**config.mk**
```make
export PLATFORM = sky130hd
export DESIGN_NAME = make_turn_smart
export DESIGN_NICKNAME = d
export VERILOG_FILES = /design/src/rtl/make_turn_smart.sv
export SDC_FILE = /design/constraint.sdc
export NUM_CORES = 1
export LEC_CHECK = 0
export CAP_MARGIN = 25
export CORE_MARGIN = 2
export CORE_UTILIZATION = 28
export DETAILED_ROUTE_END_ITERATION = 12
export DONT_BUFFER_PORTS = 1
export GPL_TIMING_DRIVEN = 0
export HOLD_SLACK_MARGIN = 0.05
export PLACE_DENSITY = 0.54
export SLEW_MARGIN = 20
export SYNTH_ARGS = -nofsm -noshare
export SYNTH_HDL_FRONTEND = slang
export SYNTH_SLANG_ARGS = --single-unit
```
**constraint.sdc**
```tcl
create_clock -name clk -period 2.4 [get_ports clk]
set_input_delay 0.24 -clock clk [delete_from_list [all_inputs] [get_ports clk]]
set_output_delay 0.24 -clock clk [all_outputs]
set_load 0.02 [all_outputs]
```
**src/rtl/make_turn_smart.sv**
```systemverilog
// Move generator for an M x N, K-in-a-row board: WIN > BLOCK > FREE, one cell scanned per cycle.
// Optional MAKE_TURN_CENTER_FIRST_EN: the FREE pass tries the centre cell first.
module make_turn_smart #(
    parameter  int ROWS    = 3,
    parameter  int COLS    = 3,
    parameter  int WIN_LEN = 3,
    localparam int N       = ROWS * COLS,
    localparam int IW      = (N > 1) ? $clog2(N) : 1
) (
    input  logic          clk,
    input  logic          reset,
    input  logic          req,
    output logic          ready,
    input  logic          target_a,
    input  logic [N-1:0]  board_a,
    input  logic [N-1:0]  board_b,
    output logic [N-1:0]  board_a_out,
    output logic [N-1:0]  board_b_out,
    output logic [IW-1:0] move_idx,
    output logic [1:0]    move_kind,
    output logic          valid,
    output logic          error
);

    typedef enum logic [2:0] {S_IDLE, S_WIN, S_BLOCK, S_FREE, S_CENTER, S_EMIT} state_t;
    typedef enum logic [1:0] {K_WIN, K_BLOCK, K_FREE, K_ERROR} kind_t;

`ifdef MAKE_TURN_CENTER_FIRST_EN
    localparam int CENTER = (ROWS / 2) * COLS + COLS / 2;
`endif

    // Off-board coordinates read as empty, so directions that do not fit never match.
    function automatic logic cell_at(input logic [N-1:0] b, input int r, input int c);
        if (r >= 0 && r < ROWS && c >= 0 && c < COLS)
            return b[IW'(r * COLS + c)];
        return 1'b0;
    endfunction

    function automatic logic has_line(input logic [N-1:0] b);
        logic found;
        logic run;
        int   dr;
        int   dc;
        found = 1'b0;
        for (int r = 0; r < ROWS; r++) begin
            for (int c = 0; c < COLS; c++) begin
                for (int d = 0; d < 4; d++) begin
                    dr  = (d == 0) ? 0 : 1;
                    dc  = (d == 0 || d == 2) ? 1 : ((d == 1) ? 0 : -1);
                    run = 1'b1;
                    for (int k = 0; k < WIN_LEN; k++)
                        run = run & cell_at(b, r + k * dr, c + k * dc);
                    found = found | run;
                end
            end
        end
        return found;
    endfunction

    state_t        r_state, w_state_next;
    logic [IW-1:0] r_pt, w_pt_next;
    logic [N-1:0]  r_own, w_own_next;
    logic [N-1:0]  r_opp, w_opp_next;
    logic          r_tgt, w_tgt_next;
    logic          r_busy, w_busy_next;
    logic [IW-1:0] r_idx, w_idx_next;
    kind_t         r_kind, w_kind_next;
    logic [N-1:0]  r_a_out, w_a_out_next;
    logic [N-1:0]  r_b_out, w_b_out_next;
    logic [IW-1:0] r_move_idx, w_move_idx_next;
    logic [1:0]    r_move_kind, w_move_kind_next;
    logic          r_valid, w_valid_next;
    logic          r_error, w_error_next;

    logic [N-1:0]  w_pt_bit;
    logic          w_empty;
    logic          w_last;

    assign w_pt_bit = N'(1) << r_pt;
    assign w_empty  = !(r_own[r_pt] | r_opp[r_pt]);
    assign w_last   = (r_pt == IW'(N - 1));

    always_comb begin
        // NOTE: every comb output gets a default first, so no path leaves it unassigned (no latch).
        w_state_next     = r_state;
        w_pt_next        = r_pt;
        w_own_next       = r_own;
        w_opp_next       = r_opp;
        w_tgt_next       = r_tgt;
        w_busy_next      = r_busy;
        w_idx_next       = r_idx;
        w_kind_next      = r_kind;
        w_a_out_next     = r_a_out;
        w_b_out_next     = r_b_out;
        w_move_idx_next  = r_move_idx;
        w_move_kind_next = r_move_kind;
        w_valid_next     = 1'b0;
        w_error_next     = r_error;

        case (r_state)
            S_IDLE: begin
                if (req) begin
                    w_own_next  = target_a ? board_a : board_b;
                    w_opp_next  = target_a ? board_b : board_a;
                    w_tgt_next  = target_a;
                    w_busy_next = 1'b1;
                    w_pt_next   = '0;
                    if (|(board_a & board_b)) begin
                        w_idx_next   = '0;
                        w_kind_next  = K_ERROR;
                        w_state_next = S_EMIT;
                    end else begin
                        w_state_next = S_WIN;
                    end
                end else begin
                    w_busy_next = 1'b0;
                end
            end
            S_WIN: begin
                if (w_empty && has_line(r_own | w_pt_bit)) begin
                    w_own_next   = r_own | w_pt_bit;
                    w_idx_next   = r_pt;
                    w_kind_next  = K_WIN;
                    w_state_next = S_EMIT;
                end else if (w_last) begin
                    w_pt_next    = '0;
                    w_state_next = S_BLOCK;
                end else begin
                    w_pt_next = r_pt + IW'(1);
                end
            end
            S_BLOCK: begin
                if (w_empty && has_line(r_opp | w_pt_bit)) begin
                    w_own_next   = r_own | w_pt_bit;
                    w_idx_next   = r_pt;
                    w_kind_next  = K_BLOCK;
                    w_state_next = S_EMIT;
                end else if (w_last) begin
                    w_pt_next = '0;
`ifdef MAKE_TURN_CENTER_FIRST_EN
                    w_state_next = S_CENTER;
`else
                    w_state_next = S_FREE;
`endif
                end else begin
                    w_pt_next = r_pt + IW'(1);
                end
            end
`ifdef MAKE_TURN_CENTER_FIRST_EN
            S_CENTER: begin
                if (!(r_own[CENTER] | r_opp[CENTER])) begin
                    w_own_next   = r_own | (N'(1) << CENTER);
                    w_idx_next   = IW'(CENTER);
                    w_kind_next  = K_FREE;
                    w_state_next = S_EMIT;
                end else begin
                    w_state_next = S_FREE;
                end
            end
`endif
            S_FREE: begin
                if (w_empty) begin
                    w_own_next   = r_own | w_pt_bit;
                    w_idx_next   = r_pt;
                    w_kind_next  = K_FREE;
                    w_state_next = S_EMIT;
                end else if (w_last) begin
                    w_pt_next    = '0;
                    w_idx_next   = '0;
                    w_kind_next  = K_ERROR;
                    w_state_next = S_EMIT;
                end else begin
                    w_pt_next = r_pt + IW'(1);
                end
            end
            S_EMIT: begin
                w_a_out_next     = r_tgt ? r_own : r_opp;
                w_b_out_next     = r_tgt ? r_opp : r_own;
                w_move_idx_next  = r_idx;
                w_move_kind_next = r_kind;
                w_valid_next     = 1'b1;
                w_error_next     = (r_kind == K_ERROR);
                w_busy_next      = 1'b0;
                w_state_next     = S_IDLE;
            end
            default: w_state_next = S_IDLE;
        endcase
    end

    always_ff @(posedge clk) begin
        // NOTE: sequential state uses non-blocking assignments so all registers update together.
        if (reset) begin
            r_state     <= S_IDLE;
            r_pt        <= '0;
            r_own       <= '0;
            r_opp       <= '0;
            r_tgt       <= 1'b0;
            r_busy      <= 1'b1;
            r_idx       <= '0;
            r_kind      <= K_WIN;
            r_a_out     <= '0;
            r_b_out     <= '0;
            r_move_idx  <= '0;
            r_move_kind <= '0;
            r_valid     <= 1'b0;
            r_error     <= 1'b0;
        end else begin
            r_state     <= w_state_next;
            r_pt        <= w_pt_next;
            r_own       <= w_own_next;
            r_opp       <= w_opp_next;
            r_tgt       <= w_tgt_next;
            r_busy      <= w_busy_next;
            r_idx       <= w_idx_next;
            r_kind      <= w_kind_next;
            r_a_out     <= w_a_out_next;
            r_b_out     <= w_b_out_next;
            r_move_idx  <= w_move_idx_next;
            r_move_kind <= w_move_kind_next;
            r_valid     <= w_valid_next;
            r_error     <= w_error_next;
        end
    end

    assign ready       = !req && !r_busy;
    assign board_a_out = r_a_out;
    assign board_b_out = r_b_out;
    assign move_idx    = r_move_idx;
    assign move_kind   = r_move_kind;
    assign valid       = r_valid;
    assign error       = r_error;

endmodule

```
-- After elaboration in Yosys (flattened, before gate mapping)
Index checks and enable logic that the tools add are counted.
Widths: inputs -> output; s select.
- bits in registers: 59
- bits in latches: 0
- RAM bits: 0
- ROM bits: 0
- input bits: 22
- memories: 0
- $add $sub $neg: 1
- multipliers: 0
- div/mod/pow operators: 0
- order comparisons: 1
- equal/unequal tests: 17
- shift operators: 1
- muxes and demuxes: 83
- bitwise operators: 50
- reductions and logical operators: 15
- operators with widths (kind ; count):
    $mux 9 ; 8
    $mux 4 ; 11
    $mux 1 ; 42
    $pmux 9 s4 ; 1
    $and 1x1->1 ; 32
    $pmux 4 s4 ; 2
    $mux 3 ; 8
    $ne 2x2->1 const B ; 8
    $or 1x1->1 ; 15
    $mux 2 ; 6
    $pmux 3 s4 ; 1
    $reduce_and 5->1 ; 2
    $and 9x9->9 ; 1
    $ne 3x3->1 const B ; 3
    $or 9x9->9 ; 1
    $reduce_or 9->1 ; 1
    $shl 1x4->9 const A ; 1
    $bmux 1 s4 ; 2
    $or 8x8->8 ; 1
    $pmux 2 s4 ; 1
    $eq 3x2->1 const B ; 2
    $reduce_and 6->1 ; 1
    $lt 4x5->1 const B ; 1
    $add 4x1->4 const B ; 1
    12 further kinds ; 16

-- Depth between registers and ports, before layout
- depth after elaboration: 16
- mapped depth: 11
- depth with buffers taken out: 9

-- Worst setup path after synthesis
No wires, ideal clock.
- kind: register to register
- start point: register r_pt[2]
- end point: register r_own[8]
- library setup time: 0.091 ns
- arrival time: 2.475 ns
- data required time: 2.309 ns
- setup slack: -0.166 ns
- stages on the path, launching flop included: 12
- path buffers: 2
- period minus slack after synthesis: 2.566 ns
- path through: dfxtp_1 -> buf_4 -> buf_6 -> inv_1 -> ha_1 -> nor2_1 -> a211o_1 -> a31oi_1 -> nor4_1 -> a2111oi_4 -> a21oi_2 -> a311oi_1
- longest elaborated chain between the ends: 16
- elaborated cells between the ends (all ways): 97
- those cells by class: eq/ne: 3; shift: 1; mux: 40; bitwise: 49; reduce/logical: 4
- ends and longest elaborated chain (what ; RTL line ; source):
    from (decl) ; 61 ; logic [IW-1:0] r_pt, w_pt_next;
    from (signal assigned) ; 209 ; r_pt <= w_pt_next;
    $shl 1x4->9 ; 79 ; assign w_pt_bit = N'(1) << r_pt;
    $or 8x8->8 or $or 9x9->9 (tied branches) ; -- ;
    $mux 1, on equally long branches (2 in series) ; -- ;
    $and 1x1->1 (2 in series) ; 52 ; run = run & cell_at(b, r + k * dr, c + k * dc);
    $or 1x1->1 (7 in series) ; 53 ; found = found | run;
    $logic_and 1x1->1, on equally long branches ; 133, 120 ;
    $ne 2x2->1 (no source line) ; -- ;
    $reduce_and 5->1 (no source line) ; -- ;
    to (signal assigned) ; 210 ; r_own <= w_own_next;
    to (decl) ; 62 ; logic [N-1:0] r_own, w_own_next;
Parallel ways exist; a longest one is shown, timed or not. The select of a mux whose other input is x is not followed.
A chain may end at the register's enable or synchronous reset.

-- Worst setup path after layout
- start point: register r_pt[0]
- end point: register r_own[8]
Same word-level chain as after synthesis.

==> qor.yml <==
outcome:
  status: "finished with violations"
  violations: "negative setup slack"
logic_synthesis:
  yosys.area.top_type: "dfxtp_1"
  yosysTopAreaCellShare_pct: 34.3
  synth_common_cells: "nor2_1, dfxtp_1, mux2i_1"
  synthCells: 398
  yosys.cell_count.top_type: "nor2_1"
  muxShareOfSynthArea_pct: 13.9
  syn-num-nets: 426
  synth_edf_count: 0
  synth_area_leaders: "dfxtp_1, mux2i_1, a211oi_1"
  yosys.area_share.adder_pct: 2.18
  synthSimpleGateAreaFrac_pct: 22.3
  synth_top_family_by_area: "compound AO/OA/AOI/OAI gates"
  synth_compound_area_share_pct: 22.3
  ys_async_sr_fraction_pct: 0
  synth-seq-cells: 59
  ys_seq_area_share_pct: 34.3
  synthFlopType: "dfxtp_1"
  ys_types: 62
  synth_area_um2: 3440
  synth_warnings: 0
  synth-xor-area-share_pct: 0
  syn_avg_cell_area_um2: 8.65
clock_network:
  clock_latency_ns: 0.33
  cts_tree: "done"
  clk_pin_slew_ns: 0.06
  clock-sinks: 59
  clock_path_buffers: 2
  cts_buffers: 9
  htreeDepth: 3
  cts_root_buf: "clkbuf_16"
route:
  drtIter0Drc: 315
  wl_met3_um: 655
  viasPerCell: 5.54
  dr_total_vias: 3277
  firstDrtPassIters: 5
  wl_met1_um: 4710
  wl_um: 11000
  dr_wl_met2_um: 5280
  wl_per_cell_um: 18.6
  highest_layer: "met4"
  ant_nets: 0
  drc: 0
global_routing:
  track_usage_pct: 16.5
  grt_remaining_overflow: 0
  grt_pass1_vias: 3163
  grt_start_max_net_pins: 11
  grt_pass1_wl_um: 16900
  antenna_found_initial: 0
cells_and_area:
  seq_area_um2: 1190
  fill_cells: 1182
  area_growth_pct: 32.7
  multi_input_area_um2: 2370
  drive_above_1_share_pct: 26.4
  nets: 467
  antenna_cells: 0
floorplan:
  dieArea_um2: 13200
  die_w_um: 115
  die_y_um: 115
  row_count: 40
  core-area_um2: 12000
  io_pins: 49
  start_util_pct: 28.6
sta:
  rsz0062_at_grt: "yes"
  worst_slack_ns: -0.201
  setup_viol: 22
  holdWs_ns: 0.154
  period_share_pct: 108
  fin_tns_setup_ns: -1.89
  drv_slew: 0
  hold_viol: 0
  slew-limit-headroom_pct: 54.2
  worst_clock_skew_ns: 0.00968
  min_period_ns: 2.60
  fmax_mhz: 384
  worst_pin_slew_ns: 0.687
critical_path:
  crit_arrival_ns: 2.83
  rrSetupSlack_ns: -0.20
  crit_type: "reg -> reg"
  worstPathMaxFanout: 5
  endpoint_kind: "flip-flop"
  start_kind: "flip-flop"
  worstPathRequired_ns: 2.63
pwr:
  intPower_mw: 3.08
  p_per_area_nw_per_um2: 1100
  pwr-share-seq_pct: 30.1
  peakVddDrop_mv: 0.368
  sw_frac_of_total_pct: 38.7
  p_leak_nw: 1.60
  power_frac_clock_pct: 28.1
  power.switching_mw: 1.95
  pwr-share-comb_pct: 41.7
place:
  place.gp.congestion: 0.883
  place_hpwl_um: 7810
  io_buffer_count: 0
flow_run:
  cap_violations: 0
min_path:
  hold_class: "in -> reg"
-- through the flow --
step	power [mW]	util (%)	instances	area, µm²	setup slack (ns)
global placement	3.11	31.1	545	3740	-0.444
CTS	4.86	36.7	584	4410	-0.0752
global route	5.30	38.0	591	4560	-0.347
finish	5.03	38.0	591	4560	-0.201
floorplan	2.72	-	398	3550	-0.00452
detailed placement	3.14	31.1	545	3740	-0.472
-- registers in the layout (all words and copies together), names as in the netlist --
signal,flops
valid,1
r_own,9
r_pt,4
r_state,3
move_kind,2
error,1
r_busy,1
r_tgt,1
move_idx,4
board_a_out,9
board_b_out,9
r_idx,4
r_kind,2
r_opp,9
-- per-layer routing --
metal | global-route usage (%) | vias to the layer above
met5 | 0 | -
met4 | 6.18 | 0
met3 | 4.48 | 33
met2 | 28.1 | 107
met1 | 19.9 | 1569
li1 | - | 1568
-- area by class of cell --
cell class / instances / area share, %
multi-input combinational: 305 / 52.0
tap: 147 / 4.03
clock inverter: 4 / 1.59
buffer: 27 / 3.76
timing repair buffer: 30 / 5.84
inverter: 7 / 1.07
sequential: 59 / 26.1
clock buffer: 12 / 5.62
-- path summary, 6_finish.rpt --
kind / startpoint / end / depth (start not counted)
worst max-delay path: r_pt[0] / r_own[8] / 11
worst min-delay path: board_a[0] / r_opp[0] / 2
worst max register to register: r_pt[0] / r_own[8] / 11
worst min register to register: r_idx[2] / move_idx[2] / 2
-- what timing repair did --
action	in CTS	in global routing
hold buffers	0	0
resized for setup	28	33
endpoints found under the setup margin	22	48
gates cloned	1	0
buffers inserted	22	8
pin swaps	15	16
-- cells by family (layout without fill, tap and decap cells) --
kind of cell,after synthesis,in the layout
DFF,59,59
and+or+nand+nor,144,144
muxes,47,47
buffers and inverters,34,80
adders and majority gates,6,6
AOI/OAI and AO/OA,108,108
-- placed cells by master (no fill, tap or decap), types with 3 or more instances in the layout --
master,n
ha_4,4
nor3_1,6
nor2_2,4
a21oi_2,4
clkbuf_16,10
mux2_2,4
clkbuf_1,16
nor2_1,57
o21ai_1,5
buf_6,5
nand2_1,26
a211oi_1,31
a211o_1,3
nand2b_1,8
o22ai_2,4
o21ai_0,9
buf_8,3
nor4_4,3
buf_4,25
nand4_1,7
dfxtp_1,56
nor2b_1,3
nor3_2,4
and3b_1,3
inv_1,3
a21oi_1,20
nor3b_4,3
nand3_1,4
mux2i_1,42
-- critical path, cell delays in order, from the launching register on --
cell and delay, ns:
dfxtp_4 0.36, ha_1 0.22, ha_1 0.25, nor2b_1 0.32
o22ai_2 0.14, a21oi_2 0.25, nor4_4 0.10, a2111oi_4 0.22
buf_4 0.16, buf_6 0.13, a21oi_2 0.06, a311oi_1 0.29
-- power groups by stage --
stage / Sequential (mW) / Clock, mW / Combinational (mW)
2_1_floorplan: 1.41 / 0 / 1.31
3_3_place_gp: 1.51 / 0 / 1.60
3_5_place_dp: 1.51 / 0 / 1.62
4_1_cts: 1.50 / 1.43 / 1.93
5_1_grt: 1.54 / 1.49 / 2.27
6_report: 1.52 / 1.41 / 2.10
(Power assumes the default switching activity.)
